--- src/rtl/branch_pkg.sv ---
// Shared types and constants for the branch/jump resolution controller.
// Includes the branch-condition decode used during RESOLVE.
package branch_pkg;

  typedef enum logic [1:0] {
    IDLE     = 2'd0,
    RESOLVE  = 2'd1,
    REDIRECT = 2'd2,
    FLUSH    = 2'd3
  } branch_state_t;

  localparam logic [2:0] F3_BEQ  = 3'b000;
  localparam logic [2:0] F3_BNE  = 3'b001;
  localparam logic [2:0] F3_BLT  = 3'b100;
  localparam logic [2:0] F3_BGE  = 3'b101;
  localparam logic [2:0] F3_BLTU = 3'b110;
  localparam logic [2:0] F3_BGEU = 3'b111;

  localparam int unsigned LINK_OFFSET = 4;

  // Condition outcome for a conditional branch; reserved codes resolve not-taken.
  function automatic logic cond_taken(input logic [2:0] f3, input logic eq,
                                      input logic lt, input logic ltu);
    logic t;
    t = 1'b0;
    case (f3)
      F3_BEQ:  t = eq;
      F3_BNE:  t = !eq;
      F3_BLT:  t = lt;
      F3_BGE:  t = !lt;
      F3_BLTU: t = ltu;
      F3_BGEU: t = !ltu;
      default: t = 1'b0;
    endcase
    return t;
  endfunction

endpackage

--- src/rtl/branch_cmp.sv ---
// Operand comparator for branch resolution: equality, signed and unsigned less-than.
module branch_cmp #(
  parameter int unsigned n = 32
) (
  input  logic [n-1:0] a,
  input  logic [n-1:0] b,
  output logic         eq,
  output logic         lt,
  output logic         ltu
);

  assign eq  = (a == b);
  assign lt  = ($signed(a) < $signed(b));
  assign ltu = (a < b);

endmodule

--- src/rtl/branch_ctrl.sv ---
// Branch/jump resolution sequencer: captures one request, resolves condition and
// target, then drives the fetch redirect handshake and a fixed-length flush.
module branch_ctrl
  import branch_pkg::*;
#(
  parameter int unsigned n            = 32,
  parameter int unsigned FLUSH_CYCLES = 2
) (
  input  logic         clk,
  input  logic         rst,
  input  logic         br_valid,
  output logic         br_ready,
  input  logic [2:0]   br_funct3,
  input  logic         br_jump,
  input  logic         br_jalr,
  input  logic [n-1:0] br_a,
  input  logic [n-1:0] br_b,
  input  logic [n-1:0] br_pc,
  input  logic [n-1:0] br_imm,
  output logic         redirect_valid,
  input  logic         redirect_ready,
  output logic [n-1:0] redirect_pc,
  output logic         flush,
  output logic         stall,
  output logic         res_valid,
  output logic         res_taken,
  output logic [n-1:0] res_link,
  output logic         res_err
);

  localparam int unsigned CW = (FLUSH_CYCLES > 1) ? $clog2(FLUSH_CYCLES) : 1;

  branch_state_t state;

  logic [n-1:0]  a_q;
  logic [n-1:0]  b_q;
  logic [n-1:0]  pc_q;
  logic [n-1:0]  imm_q;
  logic [2:0]    f3_q;
  logic          jump_q;
  logic          jalr_q;
  logic [CW-1:0] cnt;

  logic          eq;
  logic          lt;
  logic          ltu;
  logic [n-1:0]  sum;
  logic [n-1:0]  target;
  logic [n-1:0]  link;
  logic          illegal;
  logic          raw_taken;
  logic          misaligned;
  logic          taken;
  logic          err;

  branch_cmp #(.n(n)) u_cmp (
    .a   (a_q),
    .b   (b_q),
    .eq  (eq),
    .lt  (lt),
    .ltu (ltu)
  );

  // Resolution from captured operands; only consumed while in RESOLVE.
  always_comb begin
    sum        = (jalr_q ? a_q : pc_q) + imm_q;
    target     = jalr_q ? {sum[n-1:1], 1'b0} : sum;
    link       = pc_q + n'(LINK_OFFSET);
    illegal    = !jump_q && ((f3_q == 3'b010) || (f3_q == 3'b011));
    raw_taken  = jump_q || (!illegal && cond_taken(f3_q, eq, lt, ltu));
    misaligned = raw_taken && target[1];
    taken      = raw_taken && !misaligned;
    err        = illegal || misaligned;
  end

  always_ff @(posedge clk or posedge rst) begin
    if (rst) begin
      state          <= IDLE;
      br_ready       <= 1'b1;
      stall          <= 1'b0;
      redirect_valid <= 1'b0;
      redirect_pc    <= '0;
      flush          <= 1'b0;
      res_valid      <= 1'b0;
      res_taken      <= 1'b0;
      res_link       <= '0;
      res_err        <= 1'b0;
      a_q            <= '0;
      b_q            <= '0;
      pc_q           <= '0;
      imm_q          <= '0;
      f3_q           <= '0;
      jump_q         <= 1'b0;
      jalr_q         <= 1'b0;
      cnt            <= '0;
    end else begin
      res_valid <= 1'b0;
      case (state)
        IDLE: begin
          if (br_valid && br_ready) begin
            a_q      <= br_a;
            b_q      <= br_b;
            pc_q     <= br_pc;
            imm_q    <= br_imm;
            f3_q     <= br_funct3;
            jump_q   <= br_jump;
            jalr_q   <= br_jalr;
            br_ready <= 1'b0;
            stall    <= 1'b1;
            state    <= RESOLVE;
          end
        end
        RESOLVE: begin
          res_valid <= 1'b1;
          res_taken <= taken;
          res_link  <= link;
          res_err   <= err;
          if (taken) begin
            redirect_valid <= 1'b1;
            redirect_pc    <= target;
            state          <= REDIRECT;
          end else begin
            br_ready <= 1'b1;
            stall    <= 1'b0;
            state    <= IDLE;
          end
        end
        REDIRECT: begin
          if (redirect_ready) begin
            redirect_valid <= 1'b0;
            flush          <= 1'b1;
            cnt            <= CW'(FLUSH_CYCLES - 1);
            state          <= FLUSH;
          end
        end
        FLUSH: begin
          if (cnt == '0) begin
            flush    <= 1'b0;
            stall    <= 1'b0;
            br_ready <= 1'b1;
            state    <= IDLE;
          end else begin
            cnt <= cnt - CW'(1);
          end
        end
        default: begin
          redirect_valid <= 1'b0;
          flush          <= 1'b0;
          stall          <= 1'b0;
          br_ready       <= 1'b1;
          state          <= IDLE;
        end
      endcase
    end
  end

endmodule
--- config.mk ---
export PLATFORM = sky130hd
export DESIGN_NAME = branch_ctrl
export DESIGN_NICKNAME = d
export VERILOG_FILES = /design/src/rtl/branch_pkg.sv /design/src/rtl/branch_cmp.sv /design/src/rtl/branch_ctrl.sv
export SDC_FILE = /design/constraint.sdc
export NUM_CORES = 1
export LEC_CHECK = 0
export ABC_AREA = 1
export CORE_MARGIN = 3
export CORE_UTILIZATION = 30
export DETAILED_ROUTE_END_ITERATION = 6
export DONT_BUFFER_PORTS = 1
export REMOVE_ABC_BUFFERS = 1
export SYNTH_ARGS = -nofsm -noshare
export SYNTH_HDL_FRONTEND = slang
export SYNTH_SLANG_ARGS = --single-unit
--- constraint.sdc ---
create_clock -name clk -period 14.4 [get_ports clk]
set_clock_uncertainty 0.15 [all_clocks]
set_input_delay 2.16 -clock clk [delete_from_list [all_inputs] [get_ports clk]]
set_output_delay 2.16 -clock clk [all_outputs]
set_load 0.02 [all_outputs]
==> impl_metrics.yaml <==
worst_setup_path:
  r2r_cells: 16
  critical_path_buf_inv_count: 3
  critPathKind: "register to register"
  path_depth: 16
  crit_top_cell: "nand2_1"
  slowest_stage: "o21ai_0"
  crit_family: "simple AND/OR/NAND/NOR gates"
  ff2ff_setup_slack_ns: 10.83
  worstPathCellList: "buf_4 -> inv_1 -> or2_2 -> o21ai_0 -> inv_1 -> ha_1 -> nand3_1 -> nand2_1 -> a21oi_1 -> o21ai_0 -> nand2_1 -> nand2_1 -> nand4_1 -> nand2_1 -> xor2_1 -> o21ai_0"
  cp-start-kind: "register"
  cp_max_fo: 64
  arrival_ns: 3.79
  cp.required_ns: 14.62
  cpPeakStageDelay_ns: 0.47
  rr_startpoint: "jalr_q"
  end_kind: "register"
  worst_r2r_endpoint: "redirect_pc[31]"
detailed_routing:
  drc_errors: 0
  dr.first_iter.drc_count: 434
  vias_per_cell: 4.90
  vias: 8697
  wl_per_cell_um: 18.9
  dr.pass1.iters: 5
  antenna_left: 0
  totalWireLength_um: 33600
clock_network:
  cts_tree: "yes"
  root_buffer: "clkbuf_16"
  post_cts_buffers: 0
  cts_max_path_buffers: 3
  h-tree-depth: 1
  cts_hold_buf: 0
  cts-resized-gates: 0
  clock_sinks: 207
  clkTransAtPathRegs_ns: 0.06
  clkLatencyLatePin_ns: 0.53
  cts_made_buffers: 25
synth:
  yosysTopAreaCell: "dfrtp_1"
  ys.flop_type: "dfrtp_1"
  synthesis.area_mm2: 0.0112
  synth_cell_types: 40
  synth_top_area_share_pct: 46.1
  synth_seq_cells: 207
  synth_edf_count: 0
  syn-instance-count: 1293
  async_reset_ff_share_pct: 100
  syn_avg_cell_area_um2: 8.65
  yosys_warnings: 0
  synth.area.top_cells: "dfrtp_1 46%, nand2_1 8.8%, ha_1 7.2%, mux2_2 6.3%, a21oi_1 5.6%"
  synth_seq_area_share_pct: 46.4
placement:
  portBuffers: 0
  dp_hpwl_um: 25800
  gp_congestion: 0.868
run:
  drv_cap: 0
layout:
  n_fill_cell: 3788
  final_cell_mix: "263 x nand2_1, 205 x dfrtp_1, 129 x inv_1"
  fin_nets: 1488
  area_delta_synth_final_pct: 11.6
  drive_above_1_share_pct: 10.0
  final_common_cell: "nand2_1"
min_path:
  hold_start: "cnt"
  hold_end: "cnt"
  hold_class: "register to register"
  holdPathStages: 2
power:
  total_power_mw: 3.76
  p_leak_nw: 6.01
  ir_worst_vdd_mv: 0.0984
  power.density_mw_per_mm2: 301
global_routing:
  grt_pass1_wl_um: 50800
  grt_overflow: 0
  antenna_found_initial: 5
  grt_pass1_vias: 8639
  grt_max_degree: 207
  grtUsageTotal_pct: 16.7
timing:
  fin_crit_ns: 3.57
  tns_ns: 0
  fmax_mhz: 280
  worstMarginPinSlew_ns: 1.03
  rsz0062_at_grt: "no"
  hold_violations: 0
  drv_slew: 0
  slew_headroom_pct: 31.1
  period_share_pct: 24.8
  setup_viol: 0
floorplanning:
  row_count: 70
  start_util_pct: 30.5
  coreArea_mm2: 0.0367
  die_x_um: 199
  dieHeight_um: 199
  num_io_pins: 208
  dieArea_mm2: 0.0396
run_status:
  status: "completed"
[sequential cells by signal, summed over array words and instances (netlist names), 3 cells and up, named ones only]
name / flops
redirect_pc: 32
pc_q: 32
f3_q: 3
a_q: 32
b_q: 32
res_link: 32
imm_q: 32
[per-layer routing]
layer | routed length [um] | up-vias | track usage [%]
met5 | 17 | - | 0
met4 | 851 | 2 | 5.39
met3 | 2630 | 45 | 4.91
met2 | 15700 | 219 | 27.2
met1 | 14400 | 4146 | 21.3
li1 | - | 4285 | -
[where the power goes]
part	leakage [nW]	switching, mW	internal [mW]	total (mW)
combinational	3.21	1.21	0.707	1.92
clock	0.404	0.245	0.383	0.627
sequential	2.40	0.348	0.867	1.21
total	6.01	1.80	1.96	3.76
[logic make-up (layout without fill, tap and decap cells)]
kind of cell    Yosys count  count (layout)  synth area share (%)
simple gates            473             473                  17.5
compound gates          268             268                  12.8
flops                   207             207                  46.4
buf+inv                 173             184                  6.19
fa+ha+maj                65              65                  7.34
mux                      63              63                  6.35
xor+xnor                 44              44                  3.45
other cells               0               4                     0
[Yosys cell counts, types with 2 or more instances]
cell and number:
nand2_1 263, dfrtp_1 206, inv_1 130, nor2_1 128, a21oi_1 126, o21ai_0 102, ha_1 64, mux2_2 63
clkbuf_1 34, xor2_1 27, nand3_1 25, nand4_1 17, xnor2_1 17, nor3_1 11, nor4_1 11, nor2_2 8
o21ai_1 8, a21o_1 7, o31ai_1 7, a31oi_1 5, buf_6 5, nand2_2 4, o21a_1 3, a221oi_1 2
inv_2 2, nand3_2 2, o21bai_1 2, o221ai_1 2
[worst max-delay path by stage]
| stage | from | end | slack, ns |
|---|---|---|---|
| 3_3_place_gp | br_valid | b_q[0] | 10.68 |
| 2_1_floorplan | br_valid | a_q[10] | 5.66 |
| 3_5_place_dp | br_valid | a_q[3] | 10.63 |
| 5_1_grt | jalr_q | redirect_pc[31] | 10.50 |
| 4_1_cts | jalr_q | redirect_pc[31] | 10.82 |
| 6_report | jalr_q | redirect_pc[31] | 10.83 |
[per-stage QoR]
step           cell area, um2  std cells  hold slack [ns]  util, %  setup WS, ns
3_5_place_dp            11600       1727            0.344     31.7         10.63
5_1_grt                 12500       1776            0.384     34.0         10.50
4_1_cts                 12500       1772            0.358     34.0         10.82
2_1_floorplan           11000       1252            0.316        -          5.66
3_3_place_gp            11600       1727            0.334     31.7         10.68
6_report                12500       1776            0.351     34.0         10.83
[final cells by class]
type	count	area, um2	share of cell area (%)
multi-input cells	913	5310	42.6
flip-flops and latches	207	5180	41.5
clock buffers	42	779	6.25
well taps	468	586	4.69
inverters	132	503	4.03
repair buffers	7	65.1	0.522
clock inverters	3	40.0	0.321
diodes	4	10.0	0.0802
[worst min-delay path, cell delays in order (launching register included)]
cell	delay (ns)
dfrtp_1	0.36
nand2_1	0.06
nand2_1	0.05
No activity file was read; power rests on OpenSTA's default activity.
